[src/rtl/ram_stream_reader_if.sv]
// Command, RAM read-port and output-stream signals of ram_stream_reader.
// master is the reader itself; slave is the environment driving it.
interface ram_stream_reader_if #(
  parameter int DWIDTH = 16,
  parameter int AWIDTH = 7
);
  logic              start;
  logic [AWIDTH-1:0] base_addr;
  logic [AWIDTH:0]   len;
  logic              busy;
  logic              done;
  logic              rden;
  logic [AWIDTH-1:0] rdaddr;
  logic [DWIDTH-1:0] rd_do;
  logic [DWIDTH-1:0] dout;
  logic              dout_valid;
  logic              dout_ready;

  modport master (
    input  start, base_addr, len, rd_do, dout_ready,
    output busy, done, rden, rdaddr, dout, dout_valid
  );

  modport slave (
    output start, base_addr, len, rd_do, dout_ready,
    input  busy, done, rden, rdaddr, dout, dout_valid
  );
endinterface

[src/rtl/ram_stream_reader.sv]
// Reads len consecutive words from a 1-cycle-latency block RAM and streams them
// out on valid/ready, using a 2-entry buffer and a credit check on each read.
module ram_stream_reader #(
  parameter int DWIDTH = 16,
  parameter int AWIDTH = 7
) (
  input  logic                clk,
  input  logic                reset,
  ram_stream_reader_if.master bus
);
  typedef enum logic [1:0] {IDLE, READ, DRAIN, DONE} state_t;

  state_t            state, state_nxt;
  logic [AWIDTH-1:0] addr;
  logic [AWIDTH:0]   rem;
  logic              vld_p1;
  logic [DWIDTH-1:0] ent_p2 [2];
  logic [1:0]        occ_p2;
  logic              issue;
  logic              pop;
  logic [2:0]        committed;

  // Words already owed to the buffer after this cycle's pop; a new read needs room.
  assign pop       = (occ_p2 != 2'd0) && bus.dout_ready;
  assign committed = {1'b0, occ_p2} + {2'b00, vld_p1} - {2'b00, pop};
  assign issue     = (state == READ) && (rem != '0) && (committed < 3'd2);

  always_comb begin
    state_nxt = state;
    unique case (state)
      IDLE:  if (bus.start) state_nxt = (bus.len != '0) ? READ : DONE;
      READ:  if (issue && (rem == (AWIDTH+1)'(1))) state_nxt = DRAIN;
      DRAIN: if (pop && (occ_p2 == 2'd1) && !vld_p1) state_nxt = DONE;
      DONE:  state_nxt = IDLE;
      default: state_nxt = IDLE;
    endcase
  end

  assign bus.busy       = (state == READ) || (state == DRAIN);
  assign bus.done       = (state == DONE);
  assign bus.rden       = issue;
  assign bus.rdaddr     = addr;
  assign bus.dout       = ent_p2[0];
  assign bus.dout_valid = (occ_p2 != 2'd0);

  // Stage p0 -> p1: issue read, advance address and remaining count
  always_ff @(posedge clk) begin
    if (reset) begin
      state  <= IDLE;
      addr   <= '0;
      rem    <= '0;
      vld_p1 <= 1'b0;
    end else begin
      state  <= state_nxt;
      vld_p1 <= issue;
      if ((state == IDLE) && bus.start) begin
        addr <= bus.base_addr;
        rem  <= bus.len;
      end else if (issue) begin
        addr <= addr + 1'b1;
        rem  <= rem - 1'b1;
      end
    end
  end

  // Stage p1 -> p2: capture RAM data into the buffer; entry 0 is the stream head
  always_ff @(posedge clk) begin
    if (reset) begin
      occ_p2    <= '0;
      ent_p2[0] <= '0;
      ent_p2[1] <= '0;
    end else begin
      unique case ({vld_p1, pop})
        2'b10: begin
          if (occ_p2 == 2'd0) ent_p2[0] <= bus.rd_do;
          else                ent_p2[1] <= bus.rd_do;
          occ_p2 <= occ_p2 + 2'd1;
        end
        2'b01: begin
          ent_p2[0] <= ent_p2[1];
          occ_p2    <= occ_p2 - 2'd1;
        end
        2'b11: begin
          if (occ_p2 == 2'd1) begin
            ent_p2[0] <= bus.rd_do;
          end else begin
            ent_p2[0] <= ent_p2[1];
            ent_p2[1] <= bus.rd_do;
          end
        end
        default: ;
      endcase
    end
  end

  overflow_chk: assert property (@(posedge clk) disable iff (reset)
    !(vld_p1 && !pop && (occ_p2 == 2'd2)));
endmodule

[src/flat_wrapper.sv]
// flat-port wrapper written by rule: the top's interface ports become plain ports
module ram_stream_reader_flat 
#(
  parameter int DWIDTH = 16,
  parameter int AWIDTH = 7
)
  (clk, reset, bus_start, bus_base_addr, bus_len, bus_rd_do, bus_dout_ready, bus_busy, bus_done, bus_rden, bus_rdaddr, bus_dout, bus_dout_valid);
  ram_stream_reader_if #(.DWIDTH(DWIDTH), .AWIDTH(AWIDTH)) bus_i ();
  input  logic clk;
  input  logic reset;
  input wire logic [$bits(bus_i.start)-1:0] bus_start;
  input wire logic [$bits(bus_i.base_addr)-1:0] bus_base_addr;
  input wire logic [$bits(bus_i.len)-1:0] bus_len;
  input wire logic [$bits(bus_i.rd_do)-1:0] bus_rd_do;
  input wire logic [$bits(bus_i.dout_ready)-1:0] bus_dout_ready;
  output wire logic [$bits(bus_i.busy)-1:0] bus_busy;
  output wire logic [$bits(bus_i.done)-1:0] bus_done;
  output wire logic [$bits(bus_i.rden)-1:0] bus_rden;
  output wire logic [$bits(bus_i.rdaddr)-1:0] bus_rdaddr;
  output wire logic [$bits(bus_i.dout)-1:0] bus_dout;
  output wire logic [$bits(bus_i.dout_valid)-1:0] bus_dout_valid;
  assign bus_i.start = bus_start;
  assign bus_i.base_addr = bus_base_addr;
  assign bus_i.len = bus_len;
  assign bus_i.rd_do = bus_rd_do;
  assign bus_i.dout_ready = bus_dout_ready;
  assign bus_busy = bus_i.busy;
  assign bus_done = bus_i.done;
  assign bus_rden = bus_i.rden;
  assign bus_rdaddr = bus_i.rdaddr;
  assign bus_dout = bus_i.dout;
  assign bus_dout_valid = bus_i.dout_valid;
  ram_stream_reader #(.DWIDTH(DWIDTH), .AWIDTH(AWIDTH)) u_core (.clk(clk), .reset(reset), .bus(bus_i));
endmodule
[config.mk]
export PLATFORM = sky130hd
export DESIGN_NAME = ram_stream_reader_flat
export DESIGN_NICKNAME = d
export VERILOG_FILES = /design/src/rtl/ram_stream_reader_if.sv /design/src/rtl/ram_stream_reader.sv /design/src/flat_wrapper.sv
export SDC_FILE = /design/constraint.sdc
export NUM_CORES = 1
export LEC_CHECK = 0
export ABC_CLOCK_PERIOD_IN_PS = 8000
export CAP_MARGIN = 20
export CORE_ASPECT_RATIO = 1.1
export CORE_UTILIZATION = 62
export CTS_BUF_LIST = sky130_fd_sc_hd__clkbuf_8
export DETAILED_ROUTE_END_ITERATION = 10
export DONT_BUFFER_PORTS = 1
export GPL_TIMING_DRIVEN = 0
export PLACE_DENSITY = 0.79
export SYNTH_ARGS = -nofsm -noshare
export SYNTH_HDL_FRONTEND = slang
export SYNTH_SLANG_ARGS = --single-unit
[constraint.sdc]
create_clock -name clk -period 8 [get_ports clk]
set_input_delay 0.4 -clock clk [delete_from_list [all_inputs] [get_ports clk]]
set_output_delay 0.4 -clock clk [all_outputs]
set_load 0.01 [all_outputs]
==> summary.md <==
| Metric | Value |
|---|---|
| Post-DR wirelength/cell | `approximately 16 µm` |
| Post-synthesis mux area share | `0.3699%` |
| Skew-Pair Late Insertion Delay | `0.31 ns` |
| Synth area leader | `edfxtp_1` |
| CTS tree | `yes` |
| Vias per inst | `5.990` |
| Global-route wire length before repair | `~8.0 mm` |
| Vias in the first global route | `1812` |
| RSZ-0062 raised after global routing | `no` |
| Initial antenna violation count | `0` |
| Pin count of the biggest net entering global routing | `18` |
| Setup crit end kind | `primary output` |
| Leakage | `1.049 nW` |
| Combinational family with the most area after synthesis | `simple AND/OR/NAND/NOR gates` |
| Routed wire length | `4.842 mm` |
| Total CTS buffers | `5` |
| Drc violations | `0` |
| Min Tclk post-route | `3.477 ns` |
| Worst Hold Depth | `2` |
| Avg Cell Area, Syn | `11.00 µm²` |
| Compound-Gate Fraction of Synth Area | `13.82%` |
| Design area | `about 0.0029 mm²` |
| Sequential area share after synthesis | `50.30%` |
| GRT Residual Overflow | `0` |
| Fill cell count | `331` |
| Die Ht | `just over 70 µm` |
| Relative slew slack | `between 50 and 60%` |
| Max VDD drop | `0.1814 mV` |
| Area Growth Syn to Fin | `5.825%` |
| Worst hold path type | `in -> reg` |
| Ant diodes | `0` |
| Final setup fails | `0` |
| R2R depth | `13` |
| Final worst-path cycle share | `43.46%` |
| GRT Overall Usage | `22.72%` |
| Final Hold Vio Count | `0` |
| Req. time, crit path | `7.60 ns` |
| Post-placement cell count | `298` |
| Synth cell types | `43` |
| CP max FO | `9` |
| First-pass detailed-route iteration total | `4` |
| Most used DFF post-synth | `edfxtp_1` |
| Total die area | `0.004634 mm²` |
| Crit Path Category | `reg -> out` |
| Register bit total from synthesis | `52` |
| Syn_nets | `294` |
| Root buf cell | `clkbuf_8` |
| Post-synthesis simple-gate area fraction | `17.71%` |
| Clk buf depth | `2` |
| Initial Utilization | `around 66%` |
| Mapped Area | `approximately 0.0027 mm²` |
| Critical Path Start Type | `register` |
| Die width | `roughly 65 µm` |
| Fmax | `0.2876 GHz` |
| Yosys warns | `0` |
| Slew of the pin with the lowest slew margin | `0.6338 ns` |
| IO Count | `62` |
| Max H-tree Level | `2` |
| Initial DRC Count | `140` |
| Port Buffers | `0` |
| Post-synth EDFFs | `32` |
| CTS Hold Buffers Added | `0` |
| XOR/XNOR Fraction of Synth Area | `approximately 4.5%` |
| Core area | `0.004084 mm²` |
| Antenna-violating nets left | `0` |
| Clock-pin slew on the worst setup and hold paths | `0.10 ns` |
| Outcome | `finished, final reports clean` |
| Clock sinks | `52` |
| Cell Rows | `24` |
| Cts repair resizes | `0` |
| Layout cells sized above 1 | `between 10 and 15%` |
| Pwr Density | `342.3 mW/mm²` |
| Count of final max-slew check failures | `0` |
| Via count | `1833` |
| Final net count | `301` |
| Area share of the largest cell type after synthesis | `35.51%` |
| Cells after Synth | `246` |
| Final TNS setup | `0 ns` |
| Fraction of registers with async set/reset | `0%` |
| Routability Congestion | `0.8479` |
| Count of non-filler cells in the finished layout | `306` |
| Total setup buffers inserted after CTS | `0` |
| Clock Skew | `between 0.009 and 0.01 ns` |
| Largest cells by area after synthesis | `edfxtp_1 36%, dfxtp_1 15%, ha_1 5.5%` |
| Area of placed instances | `0.002771 mm²` |
| Crit path arrival time | `3.08 ns` |
| Max Cap Viol | `0` |
| Total power | `0.9804 mW` |
| HPWL after detailed placement | `~3.6 mm` |
| Post-synthesis adder-cell area fraction | `under 10%` |
## layer usage
layer / vias to the layer above / global-route usage [%] / wire [µm]
met5: - / 0 / 0
met4: 0 / 8.889 / 99
met3: 11 / 5.255 / 254
met2: 54 / 38.19 / 2421
met1: 871 / 28.22 / 2066
li1: 897 / - / -
## through the flow
| stage | utilization, % | worst slack (ns) | hold WS [ns] |
|---|---|---|---|
| 4_1_cts | 70.13 | 4.535 | 0.2110 |
| 5_1_grt | 70.13 | 4.310 | 0.2015 |
| 3_3_place_gp | 67.86 | 4.865 | 0.5222 |
| 2_1_floorplan | - | 5.091 | 0.5184 |
| 6_report | 70.13 | 4.523 | 0.2156 |
| 3_5_place_dp | 67.86 | 4.695 | 0.5282 |
## where the power goes
| part | total (mW) | switching (mW) | internal [mW] |
|---|---|---|---|
| clock network | 0.151 | 0.0891 | 0.0621 |
| registers | 0.427 | 0.0588 | 0.368 |
| logic | 0.403 | 0.231 | 0.172 |
## registers in the layout (all words and copies together) (netlist names)
| name | count |
|---|---|
| u_core.ent_p2 | 32 |
| u_core.rem | 8 |
| u_core.bus.rdaddr | 7 |
| u_core.occ_p2 | 2 |
| u_core.state | 2 |
| u_core.vld_p1 | 1 |
## cell type report
class                      instances  area, µm²  share of cell area [%]
sequential                        52       1361                   47.53
multi-input combinational        160       1156                   40.37
buffer                            26      158.9                   5.548
clock buffer                       5      68.82                   2.403
tap                               52      65.06                   2.272
inverter                           8      30.03                   1.048
clock inverter                     3      23.77                  0.8301
## worst paths after layout
| check | start | endpoint | slack [ns] |
|---|---|---|---|
| setup / recovery | u_core.occ_p2[0] | bus_rden | 4.52 |
| hold / removal | bus_len[7] | u_core.rem[7] | 0.22 |
| setup reg to reg | u_core.occ_p2[0] | u_core.rem[3] | 4.62 |
| hold reg to reg | u_core.ent_p2[0][19] | u_core.ent_p2[0][3] | 0.55 |
## layout by cell type, fill, tap and decap left out, drive strengths merged
| master | netlist | layout |
|---|---|---|
| a211oi | 14 | 14 |
| a21o | 1 | 1 |
| a21oi | 5 | 5 |
| a22o | 16 | 16 |
| a311oi | 3 | 3 |
| a31oi | 3 | 3 |
| and2 | 17 | 17 |
| and3 | 2 | 2 |
| buf | 17 | 17 |
| clkbuf | 9 | 14 |
| clkinv | 0 | 1 |
| clkinvlp | 0 | 2 |
| dfxtp | 20 | 20 |
| edfxtp | 32 | 32 |
| fa | 1 | 1 |
| ha | 12 | 12 |
| inv | 8 | 8 |
| mux2i | 1 | 1 |
| nand2 | 11 | 11 |
| nand2b | 4 | 4 |
| nand3 | 8 | 8 |
| nand3b | 1 | 1 |
| nand4 | 3 | 3 |
| nand4b | 2 | 2 |
| nor2 | 21 | 21 |
| nor2b | 1 | 1 |
| nor3 | 5 | 5 |
| nor3b | 1 | 1 |
| nor4 | 4 | 4 |
| nor4bb | 1 | 1 |
| o21ai | 5 | 5 |
| o41a | 1 | 1 |
| or3 | 2 | 2 |
| or4 | 1 | 1 |
| xnor2 | 7 | 7 |
| xor2 | 7 | 7 |
## cell families after synthesis
| logic type | Yosys count |
|---|---|
| simple gates | 84 |
| flops | 52 |
| compound gates | 48 |
| buf+inv | 34 |
| xor+xnor | 14 |
| fa+ha+maj | 13 |
| mux | 1 |
## synthesized netlist by cell type, types with 2 or more instances
cell,number
and2_1,17
nor3_1,5
edfxtp_1,32
nor2_1,20
nand2_1,11
a311oi_1,2
nor4_1,3
nand2b_1,4
a211oi_1,13
and3_1,2
a31oi_1,3
nand3_1,7
nand4_1,3
nand4b_1,2
o21ai_0,2
ha_1,12
a21oi_1,5
a22o_1,16
dfxtp_1,20
or3_4,2
inv_1,7
buf_4,16
o21ai_1,2
xor2_1,7
xnor2_1,7
clkbuf_1,9
## worst max-delay path, stage by stage (launching register included)
cell,delay (ns)
dfxtp_1,0.43
inv_1,0.08
ha_1,0.24
inv_2,0.12
nand2_1,0.14
ha_1,0.37
nand2b_1,0.18
fa_1,0.38
xnor2_1,0.27
nand3_2,0.26
nor2_4,0.30
Power figures use the tool's default switching activity.
